## config.mk

```make
export PLATFORM = sky130hd
export DESIGN_NAME = srt_quotient_converter_flat
export DESIGN_NICKNAME = d
export VERILOG_FILES = /design/src/rtl/srt_quotient_converter_if.sv /design/src/rtl/srt_quotient_converter.sv /design/src/flat_wrapper.sv
export SDC_FILE = /design/constraint.sdc
export NUM_CORES = 1
export LEC_CHECK = 0
export CAP_MARGIN = 20
export CORE_MARGIN = 2
export CORE_UTILIZATION = 59
export DETAILED_ROUTE_END_ITERATION = 7
export PLACE_DENSITY = 0.82
export SLEW_MARGIN = 15
export SYNTH_ARGS = -nofsm -noshare
export SYNTH_HDL_FRONTEND = slang
export SYNTH_SLANG_ARGS = --single-unit
```

## constraint.sdc

```tcl
create_clock -name clk -period 4.5 [get_ports clk]
set_clock_uncertainty 0.05 [all_clocks]
set_input_delay 0.675 -clock clk [delete_from_list [all_inputs] [get_ports clk]]
set_output_delay 0.675 -clock clk [all_outputs]
set_load 0.02 [all_outputs]
```

## src/rtl/srt_quotient_converter_if.sv

```systemverilog
// Handshake/bus bundle between the SRT digit generator, this converter and writeback.
// The master drives the digit stream and operation setup; the slave returns results.
interface srt_quotient_converter_if #(
  parameter int XLEN = 32
);
  logic            start;
  logic            neg_q;
  logic            neg_r;
  logic [4:0]      rem_shift;
  logic [XLEN-1:0] divisor;
  logic            digit_valid;
  logic [1:0]      digit;
  logic [1:0]      skip_amt;
  logic            last;
  logic [XLEN-1:0] rem_in;
  logic            busy;
  logic            done;
  logic [XLEN-1:0] quotient;
  logic [XLEN-1:0] remainder;

  modport master (
    output start, neg_q, neg_r, rem_shift, divisor,
    output digit_valid, digit, skip_amt, last, rem_in,
    input  busy, done, quotient, remainder
  );

  modport slave (
    input  start, neg_q, neg_r, rem_shift, divisor,
    input  digit_valid, digit, skip_amt, last, rem_in,
    output busy, done, quotient, remainder
  );
endinterface

```

## src/rtl/srt_quotient_converter.sv

```systemverilog
// On-the-fly conversion of the SRT redundant digit stream into a binary quotient,
// followed by negative-remainder correction, remainder de-normalisation and sign fix-up.
//
// state     | meaning
// ----------+---------------------------------------------------------------
// S_IDLE    | waiting for start; results held
// S_ACCUM   | absorbing digit beats into Q/QM; last beat latches rem_in
// S_CORRECT | negative remainder: add divisor back and select QM as quotient
// S_FIXUP   | de-normalise remainder, apply signs, register results, pulse done
module srt_quotient_converter #(
  parameter int XLEN = 32
) (
  input  logic                   clk,
  input  logic                   reset,
  srt_quotient_converter_if.slave bus
);

  typedef enum logic [1:0] {
    S_IDLE,
    S_ACCUM,
    S_CORRECT,
    S_FIXUP
  } state_t;

  state_t          state_q, state_d;
  logic [XLEN-1:0] q_q, q_d;
  logic [XLEN-1:0] qm_q, qm_d;
  logic [XLEN-1:0] r_q, r_d;
  logic [XLEN-1:0] quotient_q, quotient_d;
  logic [XLEN-1:0] remainder_q, remainder_d;
  logic            done_q, done_d;

  logic            neg_q_q;
  logic            neg_r_q;
  logic [4:0]      rem_shift_q;
  logic [XLEN-1:0] divisor_q;

  logic [XLEN-1:0] beat_q;
  logic [XLEN-1:0] beat_qm;
  logic [XLEN-1:0] rem_shifted;

  // Returns {Q', QM'} for one appended digit; the illegal code 10 behaves as zero.
  function automatic logic [2*XLEN-1:0] append_digit(
    input logic [XLEN-1:0] q,
    input logic [XLEN-1:0] qm,
    input logic [1:0]      d
  );
    logic [XLEN-1:0] nq;
    logic [XLEN-1:0] nqm;
    case (d)
      2'b01: begin
        nq  = {q[XLEN-2:0], 1'b1};
        nqm = {q[XLEN-2:0], 1'b0};
      end
      2'b11: begin
        nq  = {qm[XLEN-2:0], 1'b1};
        nqm = {qm[XLEN-2:0], 1'b0};
      end
      default: begin
        nq  = {q[XLEN-2:0], 1'b0};
        nqm = {qm[XLEN-2:0], 1'b1};
      end
    endcase
    return {nq, nqm};
  endfunction

  // Up to three skipped zero digits plus the beat's own digit, all in one cycle.
  always_comb begin
    beat_q  = q_q;
    beat_qm = qm_q;
    if (bus.skip_amt > 2'd0) {beat_q, beat_qm} = append_digit(beat_q, beat_qm, 2'b00);
    if (bus.skip_amt > 2'd1) {beat_q, beat_qm} = append_digit(beat_q, beat_qm, 2'b00);
    if (bus.skip_amt > 2'd2) {beat_q, beat_qm} = append_digit(beat_q, beat_qm, 2'b00);
    {beat_q, beat_qm} = append_digit(beat_q, beat_qm, bus.digit);
  end

  assign rem_shifted = r_q >> rem_shift_q;

  always_comb begin
    state_d     = state_q;
    q_d         = q_q;
    qm_d        = qm_q;
    r_d         = r_q;
    quotient_d  = quotient_q;
    remainder_d = remainder_q;
    done_d      = 1'b0;

    case (state_q)
      S_ACCUM: begin
        if (bus.digit_valid) begin
          q_d  = beat_q;
          qm_d = beat_qm;
          if (bus.last) begin
            r_d     = bus.rem_in;
            state_d = S_CORRECT;
          end
        end
      end
      S_CORRECT: begin
        if (r_q[XLEN-1]) begin
          r_d = r_q + divisor_q;
          q_d = qm_q;
        end
        state_d = S_FIXUP;
      end
      S_FIXUP: begin
        quotient_d  = neg_q_q ? -q_q : q_q;
        remainder_d = neg_r_q ? -rem_shifted : rem_shifted;
        done_d      = 1'b1;
        state_d     = S_IDLE;
      end
      default: state_d = state_q;
    endcase

    // A new start aborts whatever is in flight, including a pending fix-up.
    if (bus.start) begin
      state_d     = S_ACCUM;
      q_d         = '0;
      qm_d        = '0;
      r_d         = '0;
      quotient_d  = quotient_q;
      remainder_d = remainder_q;
      done_d      = 1'b0;
    end
  end

  always_ff @(posedge clk) begin
    if (reset) begin
      state_q     <= S_IDLE;
      q_q         <= '0;
      qm_q        <= '0;
      r_q         <= '0;
      quotient_q  <= '0;
      remainder_q <= '0;
      done_q      <= 1'b0;
      neg_q_q     <= 1'b0;
      neg_r_q     <= 1'b0;
      rem_shift_q <= '0;
      divisor_q   <= '0;
    end else begin
      state_q     <= state_d;
      q_q         <= q_d;
      qm_q        <= qm_d;
      r_q         <= r_d;
      quotient_q  <= quotient_d;
      remainder_q <= remainder_d;
      done_q      <= done_d;
      if (bus.start) begin
        neg_q_q     <= bus.neg_q;
        neg_r_q     <= bus.neg_r;
        rem_shift_q <= bus.rem_shift;
        divisor_q   <= bus.divisor;
      end
    end
  end

  // busy stays up through the done cycle, then drops with it.
  assign bus.busy      = (state_q != S_IDLE) | done_q;
  assign bus.done      = done_q;
  assign bus.quotient  = quotient_q;
  assign bus.remainder = remainder_q;

endmodule

```

## src/flat_wrapper.sv

```systemverilog
// flat-port wrapper written by rule: the top's interface ports become plain ports
module srt_quotient_converter_flat 
#(
  parameter int XLEN = 32
)
  (clk, reset, bus_start, bus_neg_q, bus_neg_r, bus_rem_shift, bus_divisor, bus_digit_valid, bus_digit, bus_skip_amt, bus_last, bus_rem_in, bus_busy, bus_done, bus_quotient, bus_remainder);
  srt_quotient_converter_if #(.XLEN(XLEN)) bus_i ();
  input  logic clk;
  input  logic reset;
  input wire logic [$bits(bus_i.start)-1:0] bus_start;
  input wire logic [$bits(bus_i.neg_q)-1:0] bus_neg_q;
  input wire logic [$bits(bus_i.neg_r)-1:0] bus_neg_r;
  input wire logic [$bits(bus_i.rem_shift)-1:0] bus_rem_shift;
  input wire logic [$bits(bus_i.divisor)-1:0] bus_divisor;
  input wire logic [$bits(bus_i.digit_valid)-1:0] bus_digit_valid;
  input wire logic [$bits(bus_i.digit)-1:0] bus_digit;
  input wire logic [$bits(bus_i.skip_amt)-1:0] bus_skip_amt;
  input wire logic [$bits(bus_i.last)-1:0] bus_last;
  input wire logic [$bits(bus_i.rem_in)-1:0] bus_rem_in;
  output wire logic [$bits(bus_i.busy)-1:0] bus_busy;
  output wire logic [$bits(bus_i.done)-1:0] bus_done;
  output wire logic [$bits(bus_i.quotient)-1:0] bus_quotient;
  output wire logic [$bits(bus_i.remainder)-1:0] bus_remainder;
  assign bus_i.start = bus_start;
  assign bus_i.neg_q = bus_neg_q;
  assign bus_i.neg_r = bus_neg_r;
  assign bus_i.rem_shift = bus_rem_shift;
  assign bus_i.divisor = bus_divisor;
  assign bus_i.digit_valid = bus_digit_valid;
  assign bus_i.digit = bus_digit;
  assign bus_i.skip_amt = bus_skip_amt;
  assign bus_i.last = bus_last;
  assign bus_i.rem_in = bus_rem_in;
  assign bus_busy = bus_i.busy;
  assign bus_done = bus_i.done;
  assign bus_quotient = bus_i.quotient;
  assign bus_remainder = bus_i.remainder;
  srt_quotient_converter #(.XLEN(XLEN)) u_core (.clk(clk), .reset(reset), .bus(bus_i));
endmodule
```

Word level (Yosys, flattened, before mapping)
Index checks and enable logic that the tools add are counted.
- word-level logic and storage cells: 66
- output and inout port bits: 66
- input bits: 80
- flip-flop bits (word level): 202
- add/subtract/negate cells: 3
- shift operators: 1
- $lt $le $gt $ge: 3
- equal/unequal tests: 10
- multiplexer cells: 22
- bitwise operators: 2
- reduce and logical (&&, ||, !) cells: 12
- operator list (cell ; count):
    32-bit one-hot mux with 2 select lines ; 4
    32-bit 2-to-1 mux ; 7
    31-bit 2-to-1 mux ; 6
    32-bit negator ; 2
    32-bit adder ; 1
    32-bit by 5-bit right shift with 32-bit output ; 1
    3-bit AND reduction ; 4
    2-bit equality test, second input constant ; 3
    3-bit != test, second input constant ; 2
    2-bit one-hot mux with 3 select lines ; 1
    2-bit by 1-bit equality test with 1-bit output, second input constant ; 2
    2-bit by 1-bit greater-than comparator with 1-bit output, second input constant ; 2
    2-bit 2-to-1 mux ; 2
    2-bit != test, second input constant ; 2
    2-bit AND reduction ; 2
    4-bit AND reduction ; 1
    2-bit nonzero test ; 2
    4-bit nonzero test ; 1
    3-bit nonzero test ; 1
    2-bit greater-than comparator, second input constant ; 1
    1-bit 2-to-1 mux ; 2
    2-bit by 1-bit != test with 1-bit output, second input constant ; 1
    2-bit OR reduction ; 1
    1-bit inverter ; 1
    1-bit OR ; 1

Longest topological paths before layout
Gate-level depths: netlist of the first run.
- word-level depth: 7
- depth in mapped cells: 16
- depth with buffers taken out: 12

Worst setup path after synthesis of the first run
No wires, ideal clock.
- kind: reg-to-reg
- from: register u_core.rem_shift_q[0]
- to: register u_core.remainder_q[31] (netlist: u_core.bus.remainder[31])
- data required time: 4.319 ns
- arrival time: 3.504 ns
- library setup time: 0.131 ns
- slack: 0.815 ns
- stages on the path, launching flop included: 14
- period minus slack after synthesis: 3.685 ns
- buffers on the path: 5
- cell sequence: dfxtp_1 -> buf_4 -> buf_2 -> buf_2 -> buf_1 -> mux2i_1 -> nor2_1 -> nor3_1 -> nand3_1 -> or4_1 -> buf_2 -> o41a_1 -> a2111oi_1 -> nor3_1
- longest elaborated chain between the ends: 3
- ends and longest elaborated chain (what ; RTL line ; text):
    from (decl) ; srt_quotient_converter.sv:35 ; logic [4:0] rem_shift_q;
    from (signal assigned) ; srt_quotient_converter.sv:151 ; rem_shift_q <= bus.rem_shift;
    32-bit by 5-bit right shift with 32-bit output * ; srt_quotient_converter.sv:77 ; assign rem_shifted = r_q >> rem_shift_q;
    32-bit negator ; srt_quotient_converter.sv:108 ; remainder_d = neg_r_q ? -rem_shifted : rem_shifted;
    32-bit 2-to-1 mux * ; srt_quotient_converter.sv:108 ;
    to (signal assigned) ; srt_quotient_converter.sv:146 ; remainder_q <= remainder_d;
    to (decl) ; srt_quotient_converter.sv:30 ; logic [XLEN-1:0] remainder_q, remainder_d;
Every way passes the cells marked *; elsewhere a longest branch is shown, timed or not.
A chain may end at the register's enable or synchronous reset.

Worst setup path after layout of the first run
- from: register u_core.rem_shift_q[2]
- to: register u_core.remainder_q[24] (netlist: u_core.bus.remainder[24])
The elaborated chain is that of the path after synthesis.

==> impl_table.tex, run 1 <==
\begin{tabular}{lr}
\hline
Metric & Value \\
\hline
\multicolumn{2}{l}{\textbf{Run status}} \\
Status & finished, final reports clean \\
\multicolumn{2}{l}{\textbf{Setup path}} \\
Crit path buffers/inverters & 2 \\
Terminus of the critical flop-to-flop path & u\_core.bus.remainder[24] \\
Start of the worst register-to-register path & u\_core.rem\_shift\_q[2] \\
Cell class contributing the biggest share of worst-path delay & compound AO/OA/AOI/OAI gates \\
Crit path max-delay cell type & mux4\_2 \\
Crit path required time & 4.89 ns \\
Slowest Stage Delay on Critical Path & 0.52 ns \\
Class of the most critical setup path & reg -> reg \\
CP Max Fanout & 21 \\
Endpoint class of the critical path & register \\
Critical path, cell by cell & buf\_6, mux2i\_1, o22ai\_1, mux4\_2, a221oi\_4, ha\_1, inv\_1, a311oi\_1, nand4\_1, nor4\_1, a31oi\_1, xnor2\_1, a211oi\_1 \\
Capturing element of the worst setup path & u\_core.bus.remainder[24] \\
Startpoint type of the worst setup path & register \\
Number of gates on the worst path with buffers counted & 13 \\
Worst setup startpoint & u\_core.rem\_shift\_q[2] \\
Path depth of the worst reg2reg path & 13 \\
Worst reg-to-reg setup slack & 0.35 ns \\
Crit path DAT & 4.54 ns \\
\multicolumn{2}{l}{\textbf{Global routing}} \\
Wire length of the first global-routing pass & 73.4 mm \\
Via count of the first global-routing pass & 13,336 \\
Overflow after GRT & 0 \\
Largest net degree at the start of global routing & 65 \\
Number of antenna violations at the first check in global routing & 1 \\
Overall global routing resource usage & 34.9\% \\
\multicolumn{2}{l}{\textbf{Final layout}} \\
Number of nets in the finished design & 2,005 \\
Cell area after layout & 0.0171 mm\^{}2 \\
Share of post-route cells with drive strength above 1 & 10.2\% \\
Diodes inserted & 0 \\
Area growth, synth to finish & 16.5\% \\
Fillcell total & 1,996 \\
\multicolumn{2}{l}{\textbf{Timing}} \\
Final count of hold timing violations & 0 \\
Final worst path period share & 92.2\% \\
Final Max Slew Viols & 0 \\
Maximum clock frequency & 241 MHz \\
Slew of the pin with the lowest slew margin & 1.10 ns \\
Endpoints failing setup & 0 \\
Setup repair after global routing missed its margin & no \\
Worst max-slew margin expressed relative to the limit & 26.5\% \\
Aggregate negative setup slack & 0 ns \\
Crit path time final & 4.15 ns \\
\multicolumn{2}{l}{\textbf{Place}} \\
Routability congestion estimate from global placement & 0.961 \\
Cell Area, Placed & 0.0163 mm\^{}2 \\
Detailed placement HPWL & 33.7 mm \\
PortBufs & 145 \\
\multicolumn{2}{l}{\textbf{Routing}} \\
Post-DRT Antenna Nets & 0 \\
Initial DRC Count & 1,384 \\
Sum of routed wire length over all layers & 46.7 mm \\
Detailed-route wire length per cell & 21.0 um \\
Per-cell via count in the routed design & 6.58 \\
Via count & 14,639 \\
Number of detailed-route iterations in the first pass & 6 \\
Number of remaining DRC errors & 0 \\
\multicolumn{2}{l}{\textbf{Floorplan}} \\
Die area & 0.0262 mm\^{}2 \\
Top-level port count & 146 \\
Die width & 162 um \\
Die Ht & 162 um \\
Placeable Area & 0.0244 mm\^{}2 \\
Standard-cell row count & 57 \\
Initial Utilization & 60.2\% \\
\multicolumn{2}{l}{\textbf{Power}} \\
Static Leakage & 0.00640 uW \\
IR drop worst, VDD & 0.319 mV \\
Cell Pwr Density & 302 mW/mm\^{}2 \\
\multicolumn{2}{l}{\textbf{Synth}} \\
Fraction of synthesis flops using an asynchronous set or reset pin & 0\% \\
Total number of yosys warnings & 0 \\
Number of synthesized register bits & 202 \\
Count of different cell masters after synthesis & 75 \\
Synthesized area & 0.0147 mm\^{}2 \\
Part of the Yosys area used for sequential elements & 27.5\% \\
Area fraction of the dominant cell type after synthesis & 27.5\% \\
Largest cells by area after synthesis & dfxtp\_1, mux4\_2, mux2i\_1 \\
Top FF cell, synth & dfxtp\_1 \\
Library cell occupying the most area in the post-synthesis netlist & dfxtp\_1 \\
Post-synthesis instance total & 1,818 \\
Average instance area after synthesis & 8.08 um\^{}2 \\
Number of flops mapped to enable cells by yosys & 0 \\
Nets in the synthesized netlist & 1,938 \\
\multicolumn{2}{l}{\textbf{CTS}} \\
CTS Buffer Depth & 3 \\
Clock insertion delay at the later pin of the skew report & 0.54 ns \\
Cts bufs inserted & 24 \\
Deepest level of the CTS H-tree & 1 \\
Clk sinks & 202 \\
Clock tree from TritonCTS & done \\
Buffers inserted during post-CTS setup optimization & 0 \\
Buffer type at the clock tree root & clkbuf\_16 \\
Reg clk slew, reported paths & 0.06 ns \\
Number of buffers inserted by hold repair at cts & 0 \\
\multicolumn{2}{l}{\textbf{Min path}} \\
Type of the most critical hold path & reg -> reg \\
\multicolumn{2}{l}{\textbf{Flow run}} \\
Max-cap viol count & 0 \\
\hline
\end{tabular}
## registers in the layout, indices dropped and copies added, names as in the netlist
signal / flops
u_core.bus.quotient: 32
u_core.bus.remainder: 32
u_core.divisor_q: 32
u_core.q_q: 32
u_core.qm_q: 32
u_core.r_q: 32
u_core.rem_shift_q: 5
u_core.state_q: 2
u_core.bus.done: 1
u_core.neg_q_q: 1
u_core.neg_r_q: 1
## cells in the final DEF, fill, tap and decap left out, types with 54 or more instances in the layout
master	synthesis	layout
a211oi_1	61	61
a21oi_1	104	104
buf_4	2	54
clkdlybuf4s50_1	0	141
dfxtp_1	202	199
mux2i_1	112	112
mux4_2	62	62
nand2_1	260	259
nor2_1	210	209
o211ai_1	89	89
o21ai_0	103	102
## Yosys cell counts, drive strengths merged (15+ instances only)
library cell    n
nand2         260
nor2          210
dfxtp         202
clkbuf        118
mux2i         112
o21ai         105
a21oi         104
o211ai         89
a211oi         62
mux4           62
xor2           50
buf            42
ha             39
inv            34
nor3           29
xnor2          26
a221oi         24
o31ai          22
nand3          17
nor2b          15
## worst reg2reg max path, stage by stage (launching register included)
cell and delay (ns):
dfxtp_2 0.46, buf_6 0.24, mux2i_1 0.29, o22ai_1 0.14, mux4_2 0.52, a221oi_4 0.43
ha_1 0.24, inv_1 0.07, a311oi_1 0.29, nand4_1 0.26, nor4_1 0.50, a31oi_1 0.19
xnor2_1 0.16, a211oi_1 0.22
## repair_timing
item,CTS,global route
gates resized for setup,0,1
endpoints found under the setup margin,0,1
endpoints found under the hold margin,0,0
## kinds of logic (layout without fill, tap and decap cells)
family                     count (synthesis)  after routing  synth area share (%)
and+or+nand+nor                          615            615                  18.0
adders and majority gates                 40             40                  3.46
xor gates and xnor gates                  76             76                  4.53
AOI/OAI and AO/OA                        506            506                  23.2
buffers and inverters                    195            278                  5.34
muxes                                    184            184                  17.9
DFF                                      202            202                  27.5
## worst min path at each step
| stage | startpoint | end | depth (start not counted) |
|---|---|---|---|
| after floorplan | u_core.q_q[31] | u_core.q_q[31] | 2 |
| after global placement | u_core.bus.remainder[10] | u_core.bus.remainder[10] | 2 |
| after detailed placement | u_core.bus.remainder[10] | u_core.bus.remainder[10] | 2 |
| after CTS | u_core.bus.remainder[6] | u_core.bus.remainder[6] | 2 |
| after global routing | u_core.bus.remainder[6] | u_core.bus.remainder[6] | 2 |
| final | u_core.bus.remainder[6] | u_core.bus.remainder[6] | 2 |
## layout make-up
cell class	count	area (um^2)	area share, %
clock inverter	7	50.0	0.292
timing repair buffer	201	1890	11.0
tap	324	405	2.37
clock buffer	35	702	4.10
multi-input combinational	1421	9890	57.8
inverter	35	131	0.767
sequential	202	4050	23.6
## through the flow
| stage | total power, uW | setup WS (ns) | utilization [%] | hold slack (ns) | instances |
|---|---|---|---|---|---|
| final | 5170 | 0.351 | 70.2 | 0.399 | 2225 |
| after global routing | 5380 | 0.0477 | 70.2 | 0.417 | 2225 |
| after CTS | 5150 | 0.364 | 70.1 | 0.401 | 2224 |
| after detailed placement | 3280 | 0.381 | 67.0 | 0.398 | 2182 |
| after global placement | 3260 | 0.395 | 67.0 | 0.388 | 2182 |
| after floorplan | 2870 | 0.815 | - | 0.398 | 1818 |
## where the power goes
part	switching [uW]	internal, uW	leakage [uW]
registers	119	1860	0.00164
clock network	800	1080	0.000375
logic	778	532	0.00438
## routing by layer
| metal | track usage (%) | wire, um | up-vias |
|---|---|---|---|
| li1 | - | - | 6820 |
| met1 | 48.5 | 19400 | 6935 |
| met2 | 55.3 | 21000 | 765 |
| met3 | 4.49 | 4350 | 117 |
| met4 | 13.6 | 1900 | 2 |
| met5 | 0 | 17 | - |
Power figures use the tool's default switching activity.
==> inputs of run 2 (changes only) <==
--- a/config.mk
+++ b/config.mk
@@ -10,6 +10,7 @@
 export CORE_UTILIZATION = 59
 export DETAILED_ROUTE_END_ITERATION = 7
 export PLACE_DENSITY = 0.82
+export SKIP_LAST_GASP = 1
 export SLEW_MARGIN = 15
 export SYNTH_ARGS = -nofsm -noshare
 export SYNTH_HDL_FRONTEND = slang
==> results of run 2 <==
The final DEF is identical to that of run 1; final timing and power are the same.
==> inputs of run 3 (changes only) <==
--- a/config.mk
+++ b/config.mk
@@ -6,7 +6,6 @@
 export NUM_CORES = 1
 export LEC_CHECK = 0
 export CAP_MARGIN = 20
-export CORE_MARGIN = 2
 export CORE_UTILIZATION = 59
 export DETAILED_ROUTE_END_ITERATION = 7
 export PLACE_DENSITY = 0.82
==> impl_table.tex, run 3 (synthesis gave the netlist of run 1 again) <==
\begin{tabular}{lr}
\hline
Metric & Value \\
\hline
\multicolumn{2}{l}{\textbf{Global routing}} \\
Via count of the first global-routing pass & 13,590 (was 13,336) \\
Met3 Usage GRT & 5.22\% (was 4.49\%) \\
Met1 track demand over resource & 50.5\% (was 48.5\%) \\
Overflow after GRT & 0 (unchanged) \\
Wire length of the first global-routing pass & 75.2 mm (was 73.4 mm) \\
Routing usage on met2 & 57.9\% (was 55.3\%) \\
Busiest metal layer after global routing & met2 (unchanged) \\
Largest net degree at the start of global routing & 91 (was 65) \\
Overall global routing resource usage & 36.6\% (was 34.9\%) \\
Number of antenna violations at the first check in global routing & 0 (was 1) \\
\multicolumn{2}{l}{\textbf{CTS}} \\
Buffer type at the clock tree root & clkbuf\_16 (unchanged) \\
Buffers inserted during post-CTS setup optimization & 0 (unchanged) \\
Deepest level of the CTS H-tree & 1 (unchanged) \\
CTS resizes & 0 (unchanged) \\
Number of buffers inserted by hold repair at cts & 0 (unchanged) \\
Reg clk slew, reported paths & 0.06 ns (about the same) \\
CTS Buffer Depth & 3 (unchanged) \\
Clock tree from TritonCTS & done (unchanged) \\
Cts bufs inserted & 24 (unchanged) \\
Clock insertion delay at the later pin of the skew report & 0.55 ns (was 0.54 ns) \\
Clk sinks & 202 (unchanged) \\
\multicolumn{2}{l}{\textbf{Timing}} \\
Final count of hold timing violations & 0 (unchanged) \\
Final Max Slew Viols & 0 (unchanged) \\
Maximum clock frequency & 242 MHz (was 241 MHz) \\
Endpoints failing setup & 0 (unchanged) \\
Final Worst Setup Slack & 0.362 ns (was 0.351 ns) \\
Worst max-slew margin expressed relative to the limit & 27.4\% (was 26.5\%) \\
Setup repair after global routing missed its margin & no (unchanged) \\
Slew of the pin with the lowest slew margin & 1.09 ns (was 1.10 ns) \\
Crit path time final & 4.14 ns (was 4.15 ns) \\
Final worst path period share & 92.0\% (was 92.2\%) \\
Aggregate negative setup slack & 0 ns (unchanged) \\
\multicolumn{2}{l}{\textbf{Place}} \\
Detailed placement HPWL & 34.2 mm (was 33.7 mm) \\
Worst-case setup slack after placement & 0.430 ns (was 0.381 ns) \\
Number of cells after detailed placement & 2,180 (was 2,182) \\
Routability congestion estimate from global placement & 0.970 (was 0.961) \\
PortBufs & 145 (unchanged) \\
\multicolumn{2}{l}{\textbf{Power}} \\
Static Leakage & 0.00639 uW (was 0.00640 uW) \\
Cell Pwr Density & 302 mW/mm\^{}2 (about the same) \\
IR drop worst, VDD & 0.318 mV (was 0.319 mV) \\
\multicolumn{2}{l}{\textbf{Final layout}} \\
Most common cell after layout, fill and taps aside & nand2\_1 (unchanged) \\
Diodes inserted & 0 (unchanged) \\
Share of post-route cells with drive strength above 1 & 9.96\% (was 10.2\%) \\
Area growth, synth to finish & 16.7\% (was 16.5\%) \\
Final core utilization & 70.3\% (was 70.2\%) \\
Final cell count without fillers & 2,222 (was 2,225) \\
Leading cell types in the layout, fill and taps excluded & nand2\_1, nor2\_1, dfxtp\_1 (unchanged) \\
Number of nets in the finished design & 2,003 (was 2,005) \\
\multicolumn{2}{l}{\textbf{Routing}} \\
Post-DRT Antenna Nets & 0 (unchanged) \\
Initial DRC Count & 1,557 (was 1,384) \\
Detailed-route wire length per cell & 21.4 um (was 21.0 um) \\
Number of remaining DRC errors & 0 (unchanged) \\
Via count & 14,703 (was 14,639) \\
Number of detailed-route iterations in the first pass & 5 (was 6) \\
Sum of routed wire length over all layers & 47.6 mm (was 46.7 mm) \\
Per-cell via count in the routed design & 6.62 (was 6.58) \\
\multicolumn{2}{l}{\textbf{Min path}} \\
Type of the most critical hold path & reg -> reg (unchanged) \\
\multicolumn{2}{l}{\textbf{Floorplan}} \\
Die width & 160 um (was 162 um) \\
Top-level port count & 146 (unchanged) \\
Die area & 0.0255 mm\^{}2 (was 0.0262 mm\^{}2) \\
Placeable Area & 0.0244 mm\^{}2 (unchanged) \\
Initial Utilization & 60.2\% (unchanged) \\
Die Ht & 160 um (was 162 um) \\
Standard-cell row count & 57 (unchanged) \\
\multicolumn{2}{l}{\textbf{Setup path}} \\
Class of the most critical setup path & reg -> reg (unchanged) \\
Crit path DAT & 4.51 ns (was 4.54 ns) \\
Endpoint class of the critical path & register (unchanged) \\
Crit path required time & 4.87 ns (was 4.89 ns) \\
Startpoint type of the worst setup path & register (unchanged) \\
CP Max Fanout & 13 (was 21) \\
\multicolumn{2}{l}{\textbf{Flow run}} \\
Max-cap viol count & 0 (unchanged) \\
\multicolumn{2}{l}{\textbf{Run status}} \\
Status & finished, final reports clean (unchanged) \\
\hline
\end{tabular}
[run 3: metal layers]
metal	wire length [um]	vias to the layer above
li1	-	6810
met1	19600	6936
met2	21500	832
met3	4560	125
met4	1850	0
met5	0	-
[run 3: final cells by class]
type	count	area [um^2]
inverters	35	131
multi-input cells	1421	9890
flip-flops and latches	202	4050
fillers	2007	7250
clock buffers	38	723
well taps	324	405
repair buffers	199	1910
clock inverters	3	28.8
[run 3: metrics by stage]
| stage | cell area, um^2 | power (uW) | hold WS (ns) |
|---|---|---|---|
| after global placement | 16300 | 3270 | 0.388 |
| after detailed placement | 16400 | 3290 | 0.392 |
| after global routing | 17100 | 5380 | 0.417 |
| after CTS | 17100 | 5170 | 0.401 |
| after floorplan | 14700 | 2870 | 0.398 |
| final | 17100 | 5180 | 0.398 |
[run 3: worst max-delay path, stage by stage (launching register included)]
cell and delay [ns]:
dfxtp_2 0.51, buf_4 0.25, mux2i_1 0.24, o22ai_1 0.15, mux4_2 0.53, a221oi_4 0.43
ha_1 0.23, inv_1 0.07, a311oi_1 0.24, nand4_1 0.25, nor4_1 0.50, a41o_1 0.27
xnor2_1 0.07, a211oi_1 0.25
[run 3: final timing paths]
path                                         startpoint                  endpoint  slack, ns  cells after the start
worst max-delay path              u_core.rem_shift_q[2]  u_core.bus.remainder[28]       0.36                     13
worst min-delay path            u_core.bus.remainder[6]   u_core.bus.remainder[6]       0.40                      2
worst max register to register    u_core.rem_shift_q[2]  u_core.bus.remainder[28]       0.36                     13
worst min register to register  u_core.bus.remainder[6]   u_core.bus.remainder[6]       0.40                      2
[run 3: power by group]
group	switching, uW	total [uW]	internal, uW
Sequential	118	1980	1860
Combinational	789	1320	533
Clock	789	1880	1090
Total	1700	5180	3490
